## config.mk

```make
export PLATFORM = sky130hd
export DESIGN_NAME = pipe_if_id_skid
export DESIGN_NICKNAME = d
export VERILOG_FILES = /design/src/rtl/pipeline_pkg.sv /design/src/rtl/sat_counter.sv /design/src/rtl/pipe_if_id_skid.sv
export SDC_FILE = /design/constraint.sdc
export NUM_CORES = 1
export LEC_CHECK = 0
export ABC_AREA = 1
export CAP_MARGIN = 10
export CORE_AREA = 2 2 127 129
export DETAILED_ROUTE_END_ITERATION = 16
export DIE_AREA = 0 0 129 131
export PLACE_DENSITY = 0.44
export SLEW_MARGIN = 20
export SYNTH_ARGS = -nofsm -noshare
export SYNTH_HDL_FRONTEND = slang
export SYNTH_SLANG_ARGS = --single-unit
```

## constraint.sdc

```tcl
create_clock -name clk -period 4.45 [get_ports clk]
set_clock_uncertainty 0.1 [all_clocks]
set_input_delay 0.89 -clock clk [delete_from_list [all_inputs] [get_ports clk]]
set_output_delay 0.89 -clock clk [all_outputs]
set_load 0.03 [all_outputs]
```

## src/rtl/pipeline_pkg.sv

```systemverilog
// Shared types and defaults for the fetch/decode pipeline registers.
package pipeline_pkg;

  typedef enum logic [1:0] {
    StEmpty = 2'd0,
    StOne   = 2'd1,
    StTwo   = 2'd2
  } state_e;

  localparam int unsigned DefPcWidth    = 8;
  localparam int unsigned DefInstrWidth = 32;
  localparam logic [31:0] DefNopInstr   = 32'h0000_0000;

endpackage

```

## src/rtl/sat_counter.sv

```systemverilog
// Saturating up-counter with asynchronous active-low reset.
module sat_counter #(
  parameter int unsigned WIDTH = 16
) (
  input  logic             clk,
  input  logic             rst_n,
  input  logic             inc,
  output logic [WIDTH-1:0] count
);

  always_ff @(posedge clk or negedge rst_n) begin
    if (!rst_n) begin
      count <= '0;
    end else if (inc && (count != '1)) begin
      count <= count + 1'b1;
    end
  end

endmodule

```

## src/rtl/pipe_if_id_skid.sv

```systemverilog
// IF/ID pipeline register with valid/ready handshake, one-entry skid buffer and flush.
// Optional performance counters are enabled by defining LATCH_IF_ID_PERF_EN.
module pipe_if_id_skid
  import pipeline_pkg::*;
#(
  parameter int unsigned           PC_WIDTH    = DefPcWidth,
  parameter int unsigned           INSTR_WIDTH = DefInstrWidth,
  parameter logic [INSTR_WIDTH-1:0] NOP_INSTR  = INSTR_WIDTH'(DefNopInstr)
`ifdef LATCH_IF_ID_PERF_EN
  ,
  parameter int unsigned           CNT_WIDTH   = 16
`endif
) (
  input  logic                   clk,
  input  logic                   rst_n,
  input  logic                   flush,
  input  logic                   in_valid,
  output logic                   in_ready,
  input  logic [PC_WIDTH-1:0]    next_pc,
  input  logic [INSTR_WIDTH-1:0] instruction,
  output logic                   out_valid,
  input  logic                   out_ready,
  output logic [PC_WIDTH-1:0]    next_pc_reg,
  output logic [INSTR_WIDTH-1:0] instruction_reg
`ifdef LATCH_IF_ID_PERF_EN
  ,
  output logic [CNT_WIDTH-1:0]   stall_cnt,
  output logic [CNT_WIDTH-1:0]   flush_cnt
`endif
);

  state_e                 state_q;
  logic [PC_WIDTH-1:0]    skid_pc_q;
  logic [INSTR_WIDTH-1:0] skid_instr_q;
  logic                   in_fire;
  logic                   out_fire;

  assign in_fire  = in_valid & in_ready;
  assign out_fire = out_valid & out_ready;

  always_ff @(posedge clk or negedge rst_n) begin
    if (!rst_n) begin
      state_q         <= StEmpty;
      out_valid       <= 1'b0;
      in_ready        <= 1'b1;
      next_pc_reg     <= '0;
      instruction_reg <= NOP_INSTR;
      skid_pc_q       <= '0;
      skid_instr_q    <= '0;
    end else if (flush) begin
      // Flush wins over any handshake; a same-cycle in_fire is dropped.
      state_q         <= StEmpty;
      out_valid       <= 1'b0;
      in_ready        <= 1'b1;
      next_pc_reg     <= '0;
      instruction_reg <= NOP_INSTR;
    end else begin
      unique case (state_q)
        StEmpty: begin
          if (in_fire) begin
            state_q         <= StOne;
            out_valid       <= 1'b1;
            in_ready        <= 1'b1;
            next_pc_reg     <= next_pc;
            instruction_reg <= instruction;
          end
        end
        StOne: begin
          if (in_fire && out_fire) begin
            next_pc_reg     <= next_pc;
            instruction_reg <= instruction;
          end else if (in_fire) begin
            state_q      <= StTwo;
            in_ready     <= 1'b0;
            skid_pc_q    <= next_pc;
            skid_instr_q <= instruction;
          end else if (out_fire) begin
            state_q   <= StEmpty;
            out_valid <= 1'b0;
          end
        end
        StTwo: begin
          if (out_fire) begin
            state_q         <= StOne;
            in_ready        <= 1'b1;
            next_pc_reg     <= skid_pc_q;
            instruction_reg <= skid_instr_q;
          end
        end
        default: begin
          state_q   <= StEmpty;
          out_valid <= 1'b0;
          in_ready  <= 1'b1;
        end
      endcase
    end
  end

`ifdef LATCH_IF_ID_PERF_EN
  sat_counter #(
    .WIDTH (CNT_WIDTH)
  ) u_stall_cnt (
    .clk   (clk),
    .rst_n (rst_n),
    .inc   (in_valid & ~in_ready),
    .count (stall_cnt)
  );

  // out_valid mirrors state != StEmpty.
  sat_counter #(
    .WIDTH (CNT_WIDTH)
  ) u_flush_cnt (
    .clk   (clk),
    .rst_n (rst_n),
    .inc   (flush & out_valid),
    .count (flush_cnt)
  );
`endif

endmodule

```

==> results of run 1 <==
[cell families after synthesis]
logic type / Yosys count / synth area share
and+or+nand+nor: 349 / 0.362
DFF: 84 / 0.514
buffers and inverters: 47 / 0.0587
AOI/OAI and AO/OA: 43 / 0.0526
adders and majority gates: 4 / 0.0122
[routing by layer]
metal | vias up | GRT usage | share of wire
met5 | - | 0 | 0
met4 | 0 | 0.0435 | 0.011
met3 | 9 | 0.0293 | 0.039
met2 | 72 | 0.228 | 0.46
met1 | 1713 | 0.194 | 0.49
li1 | 1814 | - | -
[power breakdown]
| group | internal [mW] | switching [mW] |
|---|---|---|
| Combinational | 0.591 | 1.06 |
| Clock | 0.464 | 0.297 |
| Sequential | 1.12 | 0.198 |
| Total | 2.18 | 1.55 |
[area by class of cell]
cell class,count,area (um^2),area share
multi-input combinational,396,1750,0.326
inverter,9,33.8,0.00629
timing repair buffer,93,906,0.169
clock inverter,4,47.5,0.00886
sequential,84,2100,0.392
tap,216,270,0.0503
clock buffer,12,256,0.0478
[placed cells by master (no fill, tap or decap), types with 3 or more instances in the layout]
cell type,synthesis,layout
nand2_1,254,253
nand3_1,86,86
clkdlybuf4s50_1,0,84
dfrtp_1,83,83
a21oi_1,40,40
clkbuf_16,0,9
buf_4,0,8
inv_1,6,5
o21ai_0,3,3
ha_1,4,3
[worst max-delay path, stage by stage]
cell and delay (ns):
clkdlybuf4s50_1 0.40, nand2_1 0.21, nor2_4 0.09, nor2_8 0.12, buf_4 0.42, nand2_2 0.59, nand2_1 0.23, nand2_1 0.07
[worst paths after layout]
path | to | slack (ns)
setup / recovery | skid_pc_q[3] | 1.54
max in group asynchronous | skid_instr_q[30] | 2.86
hold reg to reg | next_pc_reg[2] | 0.37
min in group asynchronous | instruction_reg[11] | 0.52
hold / removal | next_pc_reg[2] | 0.37
setup reg to reg | skid_pc_q[3] | 1.95
==> metrics.md, run 1 <==
| Metric | Value |
|---|---|
| Final core occ | 0.344 |
| Critical Path AT | 3.02 ns |
| Worst setup SP type | primary input |
| Hold Slack | 0.367 ns |
| IO buf count | 86 |
| Post-synth EDFFs | 0 |
| Vias in the first global route | 3583 |
| Slew @ Worst Pin | 0.847 ns |
| Global route overflow | 0 |
| Synth Net Count | approximately 580 |
| Overall power | between 3 and 4 mW |
| Filler cell count | approximately 1700 |
| # Max-Cap Violations | 0 |
| Reg clk slew, reported paths | around 0.06 ns |
| First-pass GRT wire length | 18.7 mm |
| Die area | 0.0169 mm^2 |
| Share of cells above drive strength 1 | 0.0585 |
| Seq cells post-synth | 84 |
| Status | completed |
| Final Hold Fails | 0 |
| Via count | 3608 |
| Core Box Area | 0.0156 mm^2 |
| Endpoints failing setup | 0 |
| P_leak | 2.62 nW |
| Layout area overhead | 31.3% |
| Worst min-delay path class | flip-flop to flip-flop |
| Hold_sp | next_pc_reg[2] |
| Placed insts | 798 |
| Critical path peak fanout | 41 |
| Top Ports | 87 |
| Pin count of the biggest net entering global routing | 58 |
| Sequential share of the synthesized area | 0.514 |
| WP data required | 4.56 ns |
| Top cells by area, synth | dfrtp_1 51%, nand2_1 23%, nand3_1 11%, a21oi_1 4.9%, buf_2 2.6% |
| Depth of the worst register-to-register path | 8 |
| DP HPWL | 7.26 mm |
| Clock latency on the worst-skew pair | between 0.3 and 0.4 ns |
| Slew margin rel. | 0.432 |
| Top post-synthesis cells by count | 254 x nand2_1, 86 x nand3_1, 83 x dfrtp_1, 40 x a21oi_1, 21 x buf_2 |
| Synth unique cells | 20 |
| CP Capture Type | flip-flop |
| Hold-critical path depth | 2 |
| Avg Cell Area, Syn | about 7.8 um^2 |
| Finished Layout Cells | 814 |
| GRT Util Overall | 0.142 |
| Reg-to-reg critical path startpoint | state_q[1] |
| RSZ-0062 raised after global routing | false |
| Pwr/cell area | just under 700 mW/mm^2 |
| Global placer's final weighted congestion | 0.762 |
| Clock root cell | clkbuf_16 |
| Fin crit share | 0.654 |
| Fin crit period | around 2.9 ns |
| Nets@finish | 642 |
| Critical path class | primary input to flip-flop |
| Total CTS buffers | 9 |
| Routed WL | around 11 mm |
| Top cell type's share of synthesized area | 0.508 |
| Setup WS post-layout | around 1.5 ns |
| Primary FF master, synth | dfrtp_1 |
| Post-Syn Instances | approximately 530 |
| Placed inst area | 0.00506 mm^2 |
| Crit path from | in_valid |
| Die height | 131 um |
| Ys async rst share | 1.00 |
| Post-CTS sizing | 0 |
| Post-CTS Setup Inserts | 0 |
| CTS tree | yes |
| H-tree level count | 3 |
| Pre-CTS setup slack | around 1.2 ns |
| DRT Pass-1 Iters | 4 |
| DRC | 0 |
| CTS Buffer Depth | 2 |
| Ant. Diodes | 0 |
| Setup TNS | 0 ns |
| Top cell type by total area after synthesis | dfrtp_1 |
| Num rows | 46 |
| YS warnings | 0 |
| Cts hold-fix bufs | 0 |
| DR vias/cell | 4.43 |
| Clock tree sinks | 84 |
| F_max | 344 MHz |
| Die Span X | 129 um |
| Post-Syn Area | 0.00409 mm^2 |
| Pins Over Slew Limit | 0 |
| Max VDD drop | around 330 uV |
| Antenna viol nets, final | 0 |
| Initial antenna violation count | 0 |
| Starting Density | 0.262 |
| Average wire per standard cell | around 14 um |
| Most frequent cell after synthesis | nand2_1 |
| Drt initial violations | 284 |
| Final instance area | 0.00537 mm^2 |
No activity file was read; power rests on OpenSTA's default activity.
==> run 2, diff against run 1 <==
- PLACE_DENSITY: 0.44 -> 0.46
- clock period: 4.45 -> 2.6 ns (I/O delays scaled with it)
==> run 2 against run 1 <==
- critical path type is now flip-flop to primary output
- largest power group unchanged
- worst hold slack got worse by 0.24 ns
- highest routed layer unchanged
- flip-flop and latch count stayed put
- register-to-register slack worse by 1.5 ns
- clock power increased by 68%
- combinational power rose by 76%
- core utilization up 0.45 points
- global-route usage increased by 0.85 points
- first-iteration DRC count is the same
- sequential share of layout area fell by 0.50 points
- die area unchanged
- design area rose by 1.3%
==> metrics.md, run 2 (synthesis results as in run 1) <==
| Metric | Value |
|---|---|
| Status | completed |
| Via count | 3664 |
| Global placer's final weighted congestion | 0.738 |
| Setup TNS | 0 ns |
| Most frequent cells in the layout | 253 x nand2_1, 86 x nand3_1, 84 x clkdlybuf4s50_1 |
| Buf/Inv on CP | 1 |
| Max VDD drop | 486 uV |
| Die height | approximately 130 um |
| Critical path peak fanout | 3 |
| Share of cells above drive strength 1 | 0.0648 |
| Vias in the first global route | 3660 |
| Routed WL | 11.7 mm |
| Nets@finish | 648 |
| F_max | 457 MHz |
| Commonest non-fill, non-tap cell in the layout | nand2_1 |
| Die Span X | 129 um |
| CTS tree | yes |
| Antenna viol nets, final | 0 |
| Worst setup SP type | flip-flop |
| Worst min-delay path class | primary input to asynchronous set/reset pin |
| Fin crit period | 2.19 ns |
| Top Ports | 87 |
| Switching Power | 2.68 mW |
| GRT Util Overall | 0.151 |
| DR vias/cell | 4.48 |
| Post-CTS sizing | 0 |
| WP data required | just under 2 ns |
| Reg clk slew, reported paths | 0.06 ns |
| Average wire per standard cell | 14.3 um |
| Slew @ Worst Pin | 0.624 ns |
| First-pass GRT wire length | 19.3 mm |
| Critical Path AT | 1.57 ns |
| Cell-by-cell trace of the critical path | clkdlybuf4s50_1 |
| Clock root cell | clkbuf_16 |
| Endpoints failing setup | 0 |
| Critical path class | flip-flop to primary output |
| P_leak | 2.66 nW |
| Pins Over Slew Limit | 0 |
| DRC | 0 |
| Total CTS buffers | 9 |
| Layout area overhead | 33.0% |
| Fin crit share | 0.842 |
| RSZ-0062 raised after global routing | false |
| Drt initial violations | between 200 and 300 |
| Clock power frac | 0.198 |
| Cts hold-fix bufs | 0 |
| Slowest cell on crit path | clkdlybuf4s50_1 |
| Internal Power | around 3.8 mW |
| CTS Buffer Depth | 2 |
| Global route overflow | 0 |
| # Max-Cap Violations | 0 |
| Cell family with the largest share of critical-path delay | buffers and inverters |
| Clock latency on the worst-skew pair | 0.34 ns |
| Num rows | 46 |
| Pin count of the biggest net entering global routing | 85 |
| Ant. Diodes | 0 |
| Slew margin rel. | 0.581 |
| Filler cell count | 1695 |
| CP Capture Type | primary output |
| Crit-path max cell delay | 0.68 ns |
| Starting Density | 0.262 |
| Core Box Area | 0.0156 mm^2 |
| Switching power share of the total | 0.415 |
| H-tree level count | 3 |
| Gate power share | 0.449 |
| Final Hold Fails | 0 |
| Post-CTS Setup Inserts | 0 |
| Initial antenna violation count | 0 |
| DRT Pass-1 Iters | 5 |
| DP HPWL | 7.57 mm |
| Die area | 0.0169 mm^2 |
| IO buf count | 86 |
| Register share of total power | 0.353 |
| Pwr/cell area | 1190 mW/mm^2 |
| Hold Slack | 0.124 ns |
| Clock tree sinks | 84 |
==> run 2: cell types whose count changed in the layout (fill, tap and decap cells not counted) <==
| cell | change |
|---|---|
| clkinvlp_4 | -1 |
| buf_4 | +3 |
| buf_12 | +3 |
| clkinv_2 | -1 |
==> run 2: worst reg2reg max path: cells and delay by family (launching register included) <==
kind	cells	cell delay, ns
adder cells (fa/ha/maj)	1	0.18
flip-flops	1	0.43
AND/OR/NAND/NOR	5	0.83
buffers and inverters	3	0.59
==> run 2: per-layer routing <==
layer / up-vias / GRT usage / wire, um
met4: 0 / 0.0460 / 135
li1: 1823 / - / -
met1: 1723 / 0.181 / 5090
met2: 108 / 0.264 / 5890
met3: 10 / 0.0415 / 617
met5: - / 0 / 0
==> run 2: path summary, 6_finish.rpt <==
check | end | slack (ns) | cells past startpoint | start
max | in_ready | 0.41 | 1 | in_ready
min | skid_instr_q[13] | 0.12 | 2 | rst_n
max reg2reg | next_pc_reg[1] | 0.43 | 9 | state_q[0]
min reg2reg | instruction_reg[0] | 0.37 | 2 | instruction_reg[0]
max in group asynchronous | next_pc_reg[1] | 1.93 | 2 | rst_n
min in group clk | instruction_reg[0] | 0.37 | 2 | instruction_reg[0]
==> run 2: stage by stage <==
step | instance area (um^2) | std cells | power, mW | setup WS, ns | utilization
global placement | 5150 | 804 | 5.20 | 0.170 | 0.330
floorplan | 4090 | 527 | 4.12 | 0.971 | -
CTS | 5440 | 818 | 6.57 | 0.374 | 0.349
detailed placement | 5150 | 804 | 5.24 | 0.114 | 0.330
global route | 5440 | 818 | 6.96 | 0.120 | 0.349
finish | 5440 | 818 | 6.45 | 0.410 | 0.349
==> run 2: power groups by stage <==
stage | registers, mW | logic, mW | clock network [mW]
2_1_floorplan | 2.87 | 1.25 | 0
3_3_place_gp | 2.29 | 2.91 | 0
6_report | 2.28 | 2.90 | 1.28
4_1_cts | 2.28 | 2.95 | 1.33
5_1_grt | 2.37 | 3.20 | 1.38
3_5_place_dp | 2.30 | 2.95 | 0
==> run 2: cell type report <==
| type | count | area (um^2) | share of cell area |
|---|---|---|---|
| clock buffer | 12 | 256 | 0.0472 |
| clock inverter | 2 | 35.0 | 0.00644 |
| inverter | 9 | 33.8 | 0.00621 |
| multi-input combinational | 396 | 1750 | 0.322 |
| sequential | 84 | 2100 | 0.387 |
| tap | 216 | 270 | 0.0497 |
| timing repair buffer | 99 | 988 | 0.182 |
==> run 3, diff against run 2 <==
- clock period: 2.6 -> 1.9 ns (I/O delays scaled with it)
==> run 3 against run 2 <==
- sequential share of layout area down 1.5 points
- non-clock buffer count up 14
- flip-flop and latch count unchanged
- setup slack got worse by 0.38 ns
- critical path depth did not move
- design area rose by 4.1%
- combinational power increased by 47%
- die area did not move
- worst hold slack better by 0.24 ns
- sequential power increased by 36%
- largest cell class unchanged
==> metrics.md, run 3 (synthesis results as in run 1) <==
| Metric | Value |
|---|---|
| Status | completed |
| Cell-by-cell trace of the critical path | clkdlybuf4s50_1 |
| RSZ-0062 raised after global routing | false |
| Pins Over Slew Limit | 0 |
| Critical path peak fanout | 2 |
| Reg2reg setup slack | 0.16 ns |
| Ant. Diodes | 0 |
| Cell family with the largest share of critical-path delay | buffers and inverters |
| Reg clk slew, reported paths | roughly 0.06 ns |
| Core Box Area | about 0.016 mm^2 |
| Slew margin rel. | 0.687 |
| WP data required | 1.42 ns |
| Die area | 0.0169 mm^2 |
| Global route overflow | 0 |
| Endpoints failing setup | 0 |
| Nets@finish | 662 |
| Placed inst area | 0.00528 mm^2 |
| Clock tree sinks | 84 |
| Pin count of the biggest net entering global routing | 85 |
| Final instance area | about 0.0057 mm^2 |
| Slew @ Worst Pin | about 0.47 ns |
| Vias in the first global route | 3675 |
| Average wire per standard cell | between 10 and 15 um |
| IO buf count | 86 |
| Routed WL | 12.0 mm |
| Share of cells above drive strength 1 | 0.0939 |
| Worst setup SP type | flip-flop |
| Crit-path max cell delay | 0.68 ns |
| Met1 usage | 0.183 |
| Num rows | 46 |
| Via count | 3734 |
| Register area | 0.00210 mm^2 |
| Busiest grt layer | met2 |
| Clock latency on the worst-skew pair | 0.34 ns |
| Initial antenna violation count | 0 |
| Met2 Track Usage GR | 0.252 |
| CP Capture Type | primary output |
| P_leak | about 2.9 nW |
| Overall power | 9.33 mW |
| CTS tree | yes |
| Layout area overhead | 38.4% |
| Top Ports | 87 |
| DP HPWL | about 8.0 mm |
| Die height | about 130 um |
| Buf/Inv on CP | 1 |
| Setup WS post-layout | 0.0329 ns |
| Antenna viol nets, final | 0 |
| # Max-Cap Violations | 0 |
| First-pass GRT wire length | 19.2 mm |
| Setup TNS | 0 ns |
| DR vias/cell | 4.48 |
| Finished Layout Cells | 834 |
| H-tree level count | 3 |
| Drt initial violations | 291 |
| Critical path class | flip-flop to primary output |
| Commonest non-fill, non-tap cell in the layout | nand2_1 |
| Fin crit period | 1.87 ns |
| Hold Slack | ~0.37 ns |
| DRC | 0 |
| Critical Path AT | ~1.4 ns |
| CTS Buffer Depth | 2 |
| Grt met3 use | 0.0289 |
| Filler cell count | 1644 |
| Post-CTS Setup Inserts | 0 |
| Fin crit share | 0.983 |
| F_max | 536 MHz |
| Most frequent cells in the layout | 253 x nand2_1, 86 x nand3_1, 82 x dfrtp_1 |
| GRT Util Overall | 0.148 |
| Slowest cell on crit path | clkdlybuf4s50_1 |
| Global placer's final weighted congestion | 0.836 |
| Max VDD drop | 554 uV |
| Pre-CTS setup slack | -0.0839 ns |
| Multi-input logic area | 0.00177 mm^2 |
| Die Span X | 129 um |
| Worst min-delay path class | flip-flop to flip-flop |
| Pwr/cell area | 1650 mW/mm^2 |
| Total CTS buffers | 9 |
| Starting Density | 0.262 |
| Placed insts | ~820 |
| Final Hold Fails | 0 |
| DRT Pass-1 Iters | 4 |
| Clock root cell | clkbuf_16 |
| Final core occ | 0.363 |
-- run 3: cell count changes in the layout (fill, tap and decap cells not counted), sizes merged --
cell,delta
dlymetal6s2s,+8
bufinv,+1
dlygate4sd3,+1
dlygate4sd2,+4
clkdlybuf4s50,-12
buf,+13
clkinv,+1
-- run 3: area by class of cell --
class / count / area share
well taps: 216 / 0.0477
inverters: 9 / 0.00597
multi-input cells: 396 / 0.312
flip-flops and latches: 84 / 0.372
clock inverters: 4 / 0.0124
clock buffers: 12 / 0.0471
repair buffers: 113 / 0.203
-- run 3: worst paths after layout --
| check | from | end | depth (start not counted) |
|---|---|---|---|
| setup / recovery | instruction_reg[9] | instruction_reg[9] | 1 |
| hold / removal | skid_instr_q[2] | skid_instr_q[2] | 2 |
| setup reg to reg | state_q[0] | next_pc_reg[4] | 11 |
| hold reg to reg | skid_instr_q[2] | skid_instr_q[2] | 2 |
| max in group asynchronous | rst_n | state_q[0] | 3 |
| min in group asynchronous | rst_n | skid_instr_q[14] | 3 |
-- run 3: timing repair --
| action | in CTS | in global routing |
|---|---|---|
| resized for setup | 4 | 12 |
| hold buffers | 1 | 0 |
| setup endpoints to repair | 4 | 49 |
| hold endpoints to repair | 43 | 0 |
| gates cloned | 0 | 0 |
-- run 3: metal layers --
metal	vias up	wire length (um)
met2	94	5860
met3	13	559
met1	1770	5340
li1	1857	-
met5	-	0
met4	0	210
-- run 3: power breakdown --
group          switching, mW  internal (mW)  total, mW
Sequential             0.467           2.64       3.10
Clock                  0.709           1.25       1.96
Combinational           2.59           1.67       4.26
-- run 3: tightest hold or removal path, delay by kind of cell, from the launching register on --
family           cells  cell delay [ns]
flip-flops           1             0.34
AND/OR/NAND/NOR      2             0.10
